==> src/rtl/des_round_ctrl_if.sv <==
// Controller-facing bundle: block source handshake, shared round datapath strobes, result sink.
// DES_DECRYPT_EN adds the per-block mode bit (0 = encrypt, 1 = decrypt).
interface des_round_ctrl_if #(
  parameter int DATA_W = 64,
  parameter int KEY_W  = 56
);
  logic              in_valid;
  logic              in_ready;
  logic [KEY_W-1:0]  in_key;
`ifdef DES_DECRYPT_EN
  logic              mode;
`endif
  logic              dp_load;
  logic              dp_round_en;
  logic              dp_last;
  logic [3:0]        rnd_idx;
  logic [KEY_W-1:0]  round_key_cd;
  logic [DATA_W-1:0] dp_result;
  logic              out_valid;
  logic              out_ready;
  logic [DATA_W-1:0] out_data;
  logic              busy;

  modport slave (
    input  in_valid, in_key, dp_result, out_ready,
`ifdef DES_DECRYPT_EN
    input  mode,
`endif
    output in_ready, dp_load, dp_round_en, dp_last, rnd_idx, round_key_cd,
    output out_valid, out_data, busy
  );

  modport master (
    output in_valid, in_key, dp_result, out_ready,
`ifdef DES_DECRYPT_EN
    output mode,
`endif
    input  in_ready, dp_load, dp_round_en, dp_last, rnd_idx, round_key_cd,
    input  out_valid, out_data, busy
  );
endinterface

==> src/rtl/des_round_ctrl.sv <==
// Iterative DES round sequencer: owns the C/D key schedule and round counter for a shared
// single-round datapath. Define DES_DECRYPT_EN to add the decrypt (right-rotate) schedule.
module des_round_ctrl #(
  parameter int ROUNDS = 16,
  parameter int DATA_W = 64,
  parameter int KEY_W  = 56
) (
  input  logic            clk,
  input  logic            rst,
  des_round_ctrl_if.slave bus
);
  localparam int         HALF     = KEY_W / 2;
  localparam logic [3:0] LAST_IDX = 4'(ROUNDS - 1);

  typedef enum logic [2:0] {
    S_IDLE,
    S_LOAD,
    S_ROUND,
    S_CAPT,
    S_OUT
  } state_t;

  state_t            state;
  state_t            state_nxt;
  logic [KEY_W-1:0]  cd;
  logic [KEY_W-1:0]  cd_nxt;
  logic [3:0]        rnd;
  logic [3:0]        rnd_nxt;
  logic [DATA_W-1:0] out_q;
  logic              accept;
  logic              last_rnd;
`ifdef DES_DECRYPT_EN
  logic              dec;
`endif

  // DES left-shift schedule: single shifts at rounds 1, 2, 9 and 16, double elsewhere.
  function automatic logic [1:0] shift_amt(input logic [3:0] i);
    case (i)
      4'd0, 4'd1, 4'd8, 4'd15: shift_amt = 2'd1;
      default:                 shift_amt = 2'd2;
    endcase
  endfunction

  function automatic logic [HALF-1:0] rotl_half(input logic [HALF-1:0] x, input logic [1:0] n);
    case (n)
      2'd1:    rotl_half = {x[HALF-2:0], x[HALF-1]};
      2'd2:    rotl_half = {x[HALF-3:0], x[HALF-1:HALF-2]};
      default: rotl_half = x;
    endcase
  endfunction

  function automatic logic [KEY_W-1:0] rotl_cd(input logic [KEY_W-1:0] x, input logic [1:0] n);
    rotl_cd = {rotl_half(x[KEY_W-1:HALF], n), rotl_half(x[HALF-1:0], n)};
  endfunction

`ifdef DES_DECRYPT_EN
  function automatic logic [HALF-1:0] rotr_half(input logic [HALF-1:0] x, input logic [1:0] n);
    case (n)
      2'd1:    rotr_half = {x[0], x[HALF-1:1]};
      2'd2:    rotr_half = {x[1:0], x[HALF-1:2]};
      default: rotr_half = x;
    endcase
  endfunction

  function automatic logic [KEY_W-1:0] rotr_cd(input logic [KEY_W-1:0] x, input logic [1:0] n);
    rotr_cd = {rotr_half(x[KEY_W-1:HALF], n), rotr_half(x[HALF-1:0], n)};
  endfunction
`endif

  assign accept   = (state == S_IDLE) && bus.in_valid;
  assign last_rnd = (rnd == LAST_IDX);

  always_ff @(posedge clk or negedge rst) begin
    if (!rst) state <= S_IDLE;
    else      state <= state_nxt;
  end

  // in_ready is gated by rst so the source sees no acceptance while reset is held.
  always_comb begin
    state_nxt       = state;
    bus.in_ready    = 1'b0;
    bus.dp_load     = 1'b0;
    bus.dp_round_en = 1'b0;
    bus.dp_last     = 1'b0;
    bus.out_valid   = 1'b0;
    bus.busy        = 1'b1;
    case (state)
      S_IDLE: begin
        bus.busy     = 1'b0;
        bus.in_ready = rst;
        if (bus.in_valid) state_nxt = S_LOAD;
      end
      S_LOAD: begin
        bus.dp_load = 1'b1;
        state_nxt   = S_ROUND;
      end
      S_ROUND: begin
        bus.dp_round_en = 1'b1;
        bus.dp_last     = last_rnd;
        if (last_rnd) state_nxt = S_CAPT;
      end
      S_CAPT: state_nxt = S_OUT;
      S_OUT: begin
        bus.out_valid = 1'b1;
        if (bus.out_ready) state_nxt = S_IDLE;
      end
      default: state_nxt = S_IDLE;
    endcase
  end

  // Key schedule advances one step per round and freezes on the final round.
  always_comb begin
    cd_nxt  = cd;
    rnd_nxt = rnd;
    if (accept) begin
      rnd_nxt = 4'd0;
`ifdef DES_DECRYPT_EN
      cd_nxt  = bus.mode ? bus.in_key : rotl_cd(bus.in_key, shift_amt(4'd0));
`else
      cd_nxt  = rotl_cd(bus.in_key, shift_amt(4'd0));
`endif
    end else if ((state == S_ROUND) && !last_rnd) begin
      rnd_nxt = rnd + 4'd1;
`ifdef DES_DECRYPT_EN
      cd_nxt  = dec ? rotr_cd(cd, shift_amt(4'd15 - rnd)) : rotl_cd(cd, shift_amt(rnd + 4'd1));
`else
      cd_nxt  = rotl_cd(cd, shift_amt(rnd + 4'd1));
`endif
    end
  end

  always_ff @(posedge clk or negedge rst) begin
    if (!rst) begin
      cd    <= '0;
      rnd   <= '0;
      out_q <= '0;
`ifdef DES_DECRYPT_EN
      dec   <= 1'b0;
`endif
    end else begin
      cd  <= cd_nxt;
      rnd <= rnd_nxt;
      if (state == S_CAPT) out_q <= bus.dp_result;
`ifdef DES_DECRYPT_EN
      if (accept) dec <= bus.mode;
`endif
    end
  end

  assign bus.round_key_cd = cd;
  assign bus.rnd_idx      = rnd;
  assign bus.out_data     = out_q;
endmodule

==> src/flat_wrapper.sv <==
// flat-port wrapper written by rule: the top's interface ports become plain ports
module des_round_ctrl_flat 
#(
  parameter int ROUNDS = 16,
  parameter int DATA_W = 64,
  parameter int KEY_W  = 56
)
  (clk, rst, bus_in_valid, bus_in_key, bus_dp_result, bus_out_ready, bus_in_ready, bus_dp_load, bus_dp_round_en, bus_dp_last, bus_rnd_idx, bus_round_key_cd, bus_out_valid, bus_out_data, bus_busy);
  des_round_ctrl_if #(.DATA_W(DATA_W), .KEY_W(KEY_W)) bus_i ();
  input  logic clk;
  input  logic rst;
  input wire logic [$bits(bus_i.in_valid)-1:0] bus_in_valid;
  input wire logic [$bits(bus_i.in_key)-1:0] bus_in_key;
  input wire logic [$bits(bus_i.dp_result)-1:0] bus_dp_result;
  input wire logic [$bits(bus_i.out_ready)-1:0] bus_out_ready;
  output wire logic [$bits(bus_i.in_ready)-1:0] bus_in_ready;
  output wire logic [$bits(bus_i.dp_load)-1:0] bus_dp_load;
  output wire logic [$bits(bus_i.dp_round_en)-1:0] bus_dp_round_en;
  output wire logic [$bits(bus_i.dp_last)-1:0] bus_dp_last;
  output wire logic [$bits(bus_i.rnd_idx)-1:0] bus_rnd_idx;
  output wire logic [$bits(bus_i.round_key_cd)-1:0] bus_round_key_cd;
  output wire logic [$bits(bus_i.out_valid)-1:0] bus_out_valid;
  output wire logic [$bits(bus_i.out_data)-1:0] bus_out_data;
  output wire logic [$bits(bus_i.busy)-1:0] bus_busy;
  assign bus_i.in_valid = bus_in_valid;
  assign bus_i.in_key = bus_in_key;
  assign bus_i.dp_result = bus_dp_result;
  assign bus_i.out_ready = bus_out_ready;
  assign bus_in_ready = bus_i.in_ready;
  assign bus_dp_load = bus_i.dp_load;
  assign bus_dp_round_en = bus_i.dp_round_en;
  assign bus_dp_last = bus_i.dp_last;
  assign bus_rnd_idx = bus_i.rnd_idx;
  assign bus_round_key_cd = bus_i.round_key_cd;
  assign bus_out_valid = bus_i.out_valid;
  assign bus_out_data = bus_i.out_data;
  assign bus_busy = bus_i.busy;
  des_round_ctrl #(.ROUNDS(ROUNDS), .DATA_W(DATA_W), .KEY_W(KEY_W)) u_core (.clk(clk), .rst(rst), .bus(bus_i));
endmodule
==> config.mk <==
export PLATFORM = sky130hd
export DESIGN_NAME = des_round_ctrl_flat
export DESIGN_NICKNAME = d
export VERILOG_FILES = /design/src/rtl/des_round_ctrl_if.sv /design/src/rtl/des_round_ctrl.sv /design/src/flat_wrapper.sv
export SDC_FILE = /design/constraint.sdc
export NUM_CORES = 1
export LEC_CHECK = 0
export BUFFER_PORTS_ARGS = -buffer_cell sky130_fd_sc_hd__buf_2
export CORE_AREA = 2 2 114 116
export DETAILED_ROUTE_END_ITERATION = 16
export DIE_AREA = 0 0 116 118
export GPL_TIMING_DRIVEN = 0
export PLACE_DENSITY = 0.8
export SLEW_MARGIN = 20
export SYNTH_ARGS = -nofsm -noshare
export SYNTH_HDL_FRONTEND = slang
export SYNTH_SLANG_ARGS = --single-unit
==> constraint.sdc <==
create_clock -name clk -period 1.99 [get_ports clk]
set_input_delay 0.0995 -clock clk [delete_from_list [all_inputs] [get_ports clk]]
set_output_delay 0.0995 -clock clk [all_outputs]
set_load 0.005 [all_outputs]
==> flow_metrics.tcl, run 1 <==
set metrics [dict create \
    critical_path.startpoint_type "register" \
    wl_met3_mm 1.91 \
    hold_viol_final 0 \
    syn_to_final_growth_pct 58.0 \
    p_int_mw 9.32 \
    wl_met2_mm 10.8 \
    gp_congestion 0.806 \
    tightestPinTransition_ns 0.472 \
    crit_family "simple AND/OR/NAND/NOR gates" \
    skew_ns 0.00556 \
    vdd_ir_drop_max_v 0.00103 \
    synth.mux.area_fraction_pct 12.4 \
    gr-total-overflow 0 \
    synth_area_um2 5910 \
    p_sw_mw 6.06 \
    syn_nets 634 \
    highest_layer "met4" \
    critPathKind "reg -> reg" \
    crit_path_max_fanout 10 \
    start_util_pct 47.6 \
    fin_cells 1090 \
    sw_frac_of_total_pct 39.4 \
    path_cells "ha_4, nor4b_2, a21oi_4, and2_4, buf_6, buf_4, o211ai_1" \
    pwr-share-seq_pct 33.2 \
    seq_area_frac_synth_pct 53.8 \
    min_period_over_period_pct 97.1 \
    clockBufferDepth 2 \
    routedWlPerCell_um 19.7 \
    grt_pass1_wl_mm 33.1 \
    crit_path_end_kind "register" \
    synth_compound_area_share_pct 15.8 \
    status "finished, final reports clean" \
    first_iter_violations 571 \
    postSynthCellCount 507 \
    routed_wl_mm 21.5 \
    rows 41 \
    synth_top_family_by_area "compound AO/OA/AOI/OAI gates" \
    yosysWarnings 0 \
    max_stage_delay_ns 0.47 \
    whs_ns 0.164 \
    grt_pass1_vias 6251 \
    clk_root_buffer_cell "clkbuf_16" \
    postLayoutCellArea_um2 9340 \
    min_period_ns 1.93 \
    finalSetupViolations 0 \
    slew_violations 0 \
    synth_seq_cells 127 \
    synthSimpleGateAreaFrac_pct 11.7 \
    die_area_um2 13700 \
    drive_gt1_share_pct 44.9 \
    ys_types 36 \
    relSlewSlack_pct 68.5 \
    synth_fa_ha_area_share_pct 0.635 \
    synth_xor_area_share_pct 0.148 \
    place_inst 933 \
    p_per_area_nw_per_um2 1650 \
    drc_errors 0 \
    wl_met1_mm 8.19 \
    worst-path-stages 7 \
    worst-path-buf-inv 2 \
    slowest_stage "dfrtp_2" \
    arrival_ns 2.26 \
    cts_sinks 127 \
    core_area_um2 12400 \
    vias 6125 \
    ant_nets 0 \
    ctsHtreeMaxLevel 4 \
    top_level_ports 254 \
    hold_class "in -> async" \
    p_leak_nw 4.30 \
    clk_pin_slew_ns 0.06 \
    dr.pass1.iters 6 \
    vias_per_cell 5.62 \
    grt_max_degree 66 \
    port_buffers 253 \
    dpl.hpwl_mm 12.9 \
    fin_total_pwr_mw 15.4 \
    place_area_um2 7420 \
    rr_worst_depth 7 \
    grt_antenna_before_repair 1 \
    grt.total_usage_pct 31.2 \
    maxCapViolCount 0 \
    final_util_pct 75.2 \
    cts_buffers 17 \
    insertion_delay_ns 0.42 \
    cts_tree "done" \
    pwr-share-comb_pct 45.9 \
    nNetsFinal 1031 \
    die_width_um 116 \
    die_h_um 118 \
    clkPwrFrac_pct 21.0 \
    cp.required_ns 2.31 \
    clock.fmax_ghz 0.517 \
    avgSynthCellArea_um2 11.7 \
]
[synthesized netlist by cell type]
cell type / n / share of area, %
a21boi_1: 1 / 0.13
a21o_1: 3 / 0.38
a21oi_1: 1 / 0.085
a21oi_4: 1 / 0.28
a22o_1: 1 / 0.15
a22oi_1: 56 / 7.1
and2_1: 1 / 0.11
and2_4: 1 / 0.15
and3b_1: 1 / 0.15
buf_2: 30 / 2.5
buf_4: 5 / 0.64
buf_6: 8 / 1.5
clkbuf_1: 8 / 0.51
dfrtp_1: 127 / 54
ha_1: 3 / 0.64
inv_1: 4 / 0.25
inv_2: 1 / 0.063
mux2_2: 65 / 12
nand2_1: 57 / 3.6
nand2_2: 1 / 0.11
nand3_1: 2 / 0.17
nand3b_1: 1 / 0.13
nand4_1: 56 / 5.9
nor2_1: 4 / 0.25
nor2_2: 1 / 0.11
nor3_1: 1 / 0.085
nor3b_1: 1 / 0.13
nor4b_1: 1 / 0.15
nor4b_4: 1 / 0.40
o211ai_1: 56 / 7.1
o211ai_2: 1 / 0.21
o21ai_0: 3 / 0.25
o22ai_1: 1 / 0.11
or2_2: 1 / 0.11
or3_1: 1 / 0.11
xnor2_1: 1 / 0.15
[final cells by class]
class / count / area, um2
clock buffer: 19 / 453
sequential: 127 / 3180
antenna: 1 / 2.50
clock inverter: 13 / 164
multi-input combinational: 324 / 2430
tap: 172 / 215
timing repair buffer: 378 / 2550
buffer: 51 / 322
fill: 784 / 3080
inverter: 5 / 18.8
[stage by stage]
stage,TNS [ns],worst slack [ns]
final,0,0.0576
after global placement,-101.88,-0.804
after global routing,-0.00248,-0.00126
after detailed placement,-1.82,-0.0893
after floorplan,0,0.264
after CTS,0,0.00639
[logic make-up after synthesis]
group / after synthesis
and+or+nand+nor: 131
AOI/OAI and AO/OA: 124
muxes: 65
adders and majority gates: 3
buffers and inverters: 56
DFF: 127
xor gates and xnor gates: 1
[power groups by stage]
stage | clock network (mW) | registers (mW) | logic, mW
2_1_floorplan | 0 | 4.92 | 3.88
3_3_place_gp | 0 | 4.89 | 6.34
3_5_place_dp | 0 | 4.98 | 6.53
4_1_cts | 3.25 | 4.97 | 6.76
5_1_grt | 3.37 | 5.23 | 7.64
6_report | 3.22 | 5.10 | 7.05
[sequential cells by signal, summed over array words and instances (netlist names)]
signal and count:
u_core.bus.out_data 64, u_core.bus.round_key_cd 56, u_core.bus.rnd_idx 4, u_core.state 3
[worst reg2reg max path, stage by stage (launching register included)]
cell      delay [ns]
dfrtp_2         0.47
ha_4            0.21
nor4b_2         0.39
a21oi_4         0.07
and2_4          0.16
buf_6           0.13
buf_4           0.17
o211ai_1        0.22
[layout by cell type, fill, tap and decap left out, drive strengths merged, types with 28 or more instances in the layout]
| cell | instances |
|---|---|
| a22oi | 56 |
| buf | 297 |
| dfrtp | 127 |
| dlygate4sd3 | 123 |
| nand4 | 56 |
| o211ai | 57 |
| mux2 | 65 |
| nand2 | 58 |
| clkbuf | 28 |
[timing repair]
action,in CTS,in global routing
gates cloned,0,0
endpoints found under the setup margin,40,51
resized for setup,3,17
hold buffers,123,0
endpoints found under the hold margin,186,0
buffers inserted,0,1
pin swaps,0,1
[metal layers]
layer / vias to the layer above / global-route usage [%]
li1: 2720 / -
met1: 2978 / 37.3
met2: 375 / 53.4
met3: 52 / 8.39
met4: 0 / 11.3
met5: - / 0
[path summary, 6_finish.rpt]
check,from,endpoint,slack (ns)
worst max register to register,u_core.bus.rnd_idx[1]$_DFFE_PN0P_,u_core.bus.round_key_cd[35]$_DFFE_PN0P_,0.06
worst min register to register,u_core.bus.out_data[12]$_DFFE_PN0P_,u_core.bus.out_data[12]$_DFFE_PN0P_,0.50
worst max-delay path,u_core.bus.rnd_idx[1]$_DFFE_PN0P_,u_core.bus.round_key_cd[35]$_DFFE_PN0P_,0.06
worst min-delay path,rst,u_core.bus.round_key_cd[36]$_DFFE_PN0P_,0.16
min in group clk,bus_out_ready,u_core.state[2]$_DFFE_PN0P_,0.42
max in group asynchronous,rst,u_core.bus.rnd_idx[0]$_DFFE_PN0P_,1.18
Power figures use the tool's default switching activity.
==> inputs of run 2 (changes only) <==
--- a/config.mk
+++ b/config.mk
@@ -10,8 +10,9 @@
 export DETAILED_ROUTE_END_ITERATION = 16
 export DIE_AREA = 0 0 116 118
 export GPL_TIMING_DRIVEN = 0
-export PLACE_DENSITY = 0.8
+export PLACE_DENSITY = 0.78
 export SLEW_MARGIN = 20
 export SYNTH_ARGS = -nofsm -noshare
 export SYNTH_HDL_FRONTEND = slang
 export SYNTH_SLANG_ARGS = --single-unit
+export TNS_END_PERCENT = 20
==> constraint.sdc (replaced) <==
create_clock -name clk -period 2.2 [get_ports clk]
set_input_delay 0.11 -clock clk [delete_from_list [all_inputs] [get_ports clk]]
set_output_delay 0.11 -clock clk [all_outputs]
set_load 0.005 [all_outputs]
==> flow_metrics.tcl, run 2 (same netlist as run 1, synthesis figures left out) <==
set metrics [dict create \
    syn_to_final_growth_pct 56.4 \
    hold_class "in -> reg" \
    cts_tree "done" \
    port_buffers 253 \
    vdd_ir_drop_max_v 0.000763 \
    gr-total-overflow 0 \
    gp_congestion 0.816 \
    critPathKind "reg -> reg" \
    pre_cts_ws_ns 0.117 \
    crit_path_max_fanout 10 \
    die_area_um2 13700 \
    layout_commonest_cell "buf_2" \
    vias 6204 \
    crit_path_end_kind "register" \
    grt.total_usage_pct 32.2 \
    cts_buffers 17 \
    fin_ws_ns 0.132 \
    fillerInstances 825 \
    arrival_ns 2.39 \
    critPathLaunch "u_core.bus.rnd_idx[1]$_DFFE_PN0P_" \
    relSlewSlack_pct 66.4 \
    clock.fmax_ghz 0.484 \
    clockBufferDepth 2 \
    vias_per_cell 5.69 \
    slew_violations 0 \
    first_iter_violations 582 \
    ant_nets 0 \
    clk_pin_slew_ns 0.05 \
    hold_viol_final 0 \
    cts_setup_buffers 0 \
    status "finished, final reports clean" \
    dpl.hpwl_mm 13.4 \
    tightestPinTransition_ns 0.504 \
    drc_errors 0 \
    rows 41 \
    whs_ns 0.00485 \
    insertion_delay_ns 0.42 \
    cts_sinks 127 \
    ctsHtreeMaxLevel 4 \
    layout_common_cells "buf_2 (281), dfrtp_1 (127), dlygate4sd3_1 (122)" \
    grt_max_degree 67 \
    grt_pass1_vias 6224 \
    cp.required_ns 2.52 \
    skew_ns 0.00667 \
    maxCapViolCount 0 \
    top_level_ports 254 \
    min_period_ns 2.07 \
    rsz0062_at_grt "false" \
    crit_end "u_core.bus.round_key_cd[47]$_DFFE_PN0P_" \
    p_leak_nw 4.27 \
    largest_reg_flops 64 \
    routed_wl_mm 21.9 \
    core_area_um2 12400 \
    die_width_um 116 \
    nNetsFinal 1029 \
    p_per_area_nw_per_um2 1480 \
    routedWlPerCell_um 20.1 \
    critical_path.startpoint_type "register" \
    drive_gt1_share_pct 43.8 \
    r2r_start "u_core.bus.rnd_idx[1]$_DFFE_PN0P_" \
    start_util_pct 47.6 \
    finalSetupViolations 0 \
    die_h_um 118 \
    dr.pass1.iters 5 \
    clk_root_buffer_cell "clkbuf_16" \
    r2r_setup_slack_ns 0.13 \
    min_period_over_period_pct 94.0 \
    rr_worst_depth 7 \
    timing.rr.end "u_core.bus.round_key_cd[47]$_DFFE_PN0P_" \
    grt_antenna_before_repair 3 \
    grt_pass1_wl_mm 34.1 \
]
-- run 2: per-layer routing --
metal,track usage [%],up-vias,part of all wire (%)
li1,-,2727,-
met1,38.3,3007,37
met2,54.9,402,51
met3,7.93,68,8.7
met4,14.0,0,3.7
met5,0,-,0
-- run 2: worst min path at each step --
stage | slack (ns) | cells past startpoint | startpoint | to
floorplan | -0.19 | 0 | rst | u_core.bus.out_data[0]$_DFFE_PN0P_
global placement | 0.32 | 2 | bus_out_ready | u_core.state[2]$_DFFE_PN0P_
detailed placement | 0.09 | 1 | rst | u_core.bus.round_key_cd[17]$_DFFE_PN0P_
CTS | 0.008 | 3 | bus_in_key[0] | u_core.bus.round_key_cd[1]$_DFFE_PN0P_
global route | 0.01 | 3 | bus_in_key[0] | u_core.bus.round_key_cd[1]$_DFFE_PN0P_
finish | 0.005 | 3 | bus_in_key[0] | u_core.bus.round_key_cd[1]$_DFFE_PN0P_
-- run 2: layout make-up --
type	instances	area, um2	share of cell area [%]
diodes	3	7.51	0.0812
clock buffers	22	464	5.02
clock inverters	10	113	1.22
multi-input cells	324	2410	26.1
repair buffers	376	2520	27.3
flip-flops and latches	127	3180	34.4
well taps	172	215	2.33
plain buffers	51	312	3.37
inverters	5	18.8	0.203
-- run 2: power by group --
| group | total, mW | internal (mW) | leakage (nW) | switching [mW] |
|---|---|---|---|---|
| registers | 4.60 | 3.55 | 1.53 | 1.06 |
| logic | 6.35 | 2.99 | 2.46 | 3.36 |
| clock network | 2.76 | 1.72 | 0.280 | 1.04 |
| total | 13.7 | 8.26 | 4.27 | 5.46 |
-- run 2: stage by stage --
step	power (mW)	cell area (um2)	util, %	setup TNS (ns)	std cells
2_1_floorplan	7.96	5910	-	0	507
3_3_place_gp	10.2	7390	59.5	-79.35	932
3_5_place_dp	10.5	7430	59.8	0	933
4_1_cts	13.4	9230	74.3	0	1087
5_1_grt	14.5	9240	74.4	0	1090
6_report	13.7	9240	74.4	0	1090
-- run 2: repair_timing --
item	in CTS	in global routing
endpoints found under the hold margin	185	0
hold buffers	122	0
resized for setup	0	5
setup endpoints to repair	0	40
-- run 2: critical path, cell delays in order, from the launching register on --
cell and delay, ns:
dfrtp_1 0.46, ha_1 0.28, nor4b_1 0.44, a21oi_2 0.10
and2_4 0.16, buf_6 0.14, buf_4 0.17, o211ai_1 0.22
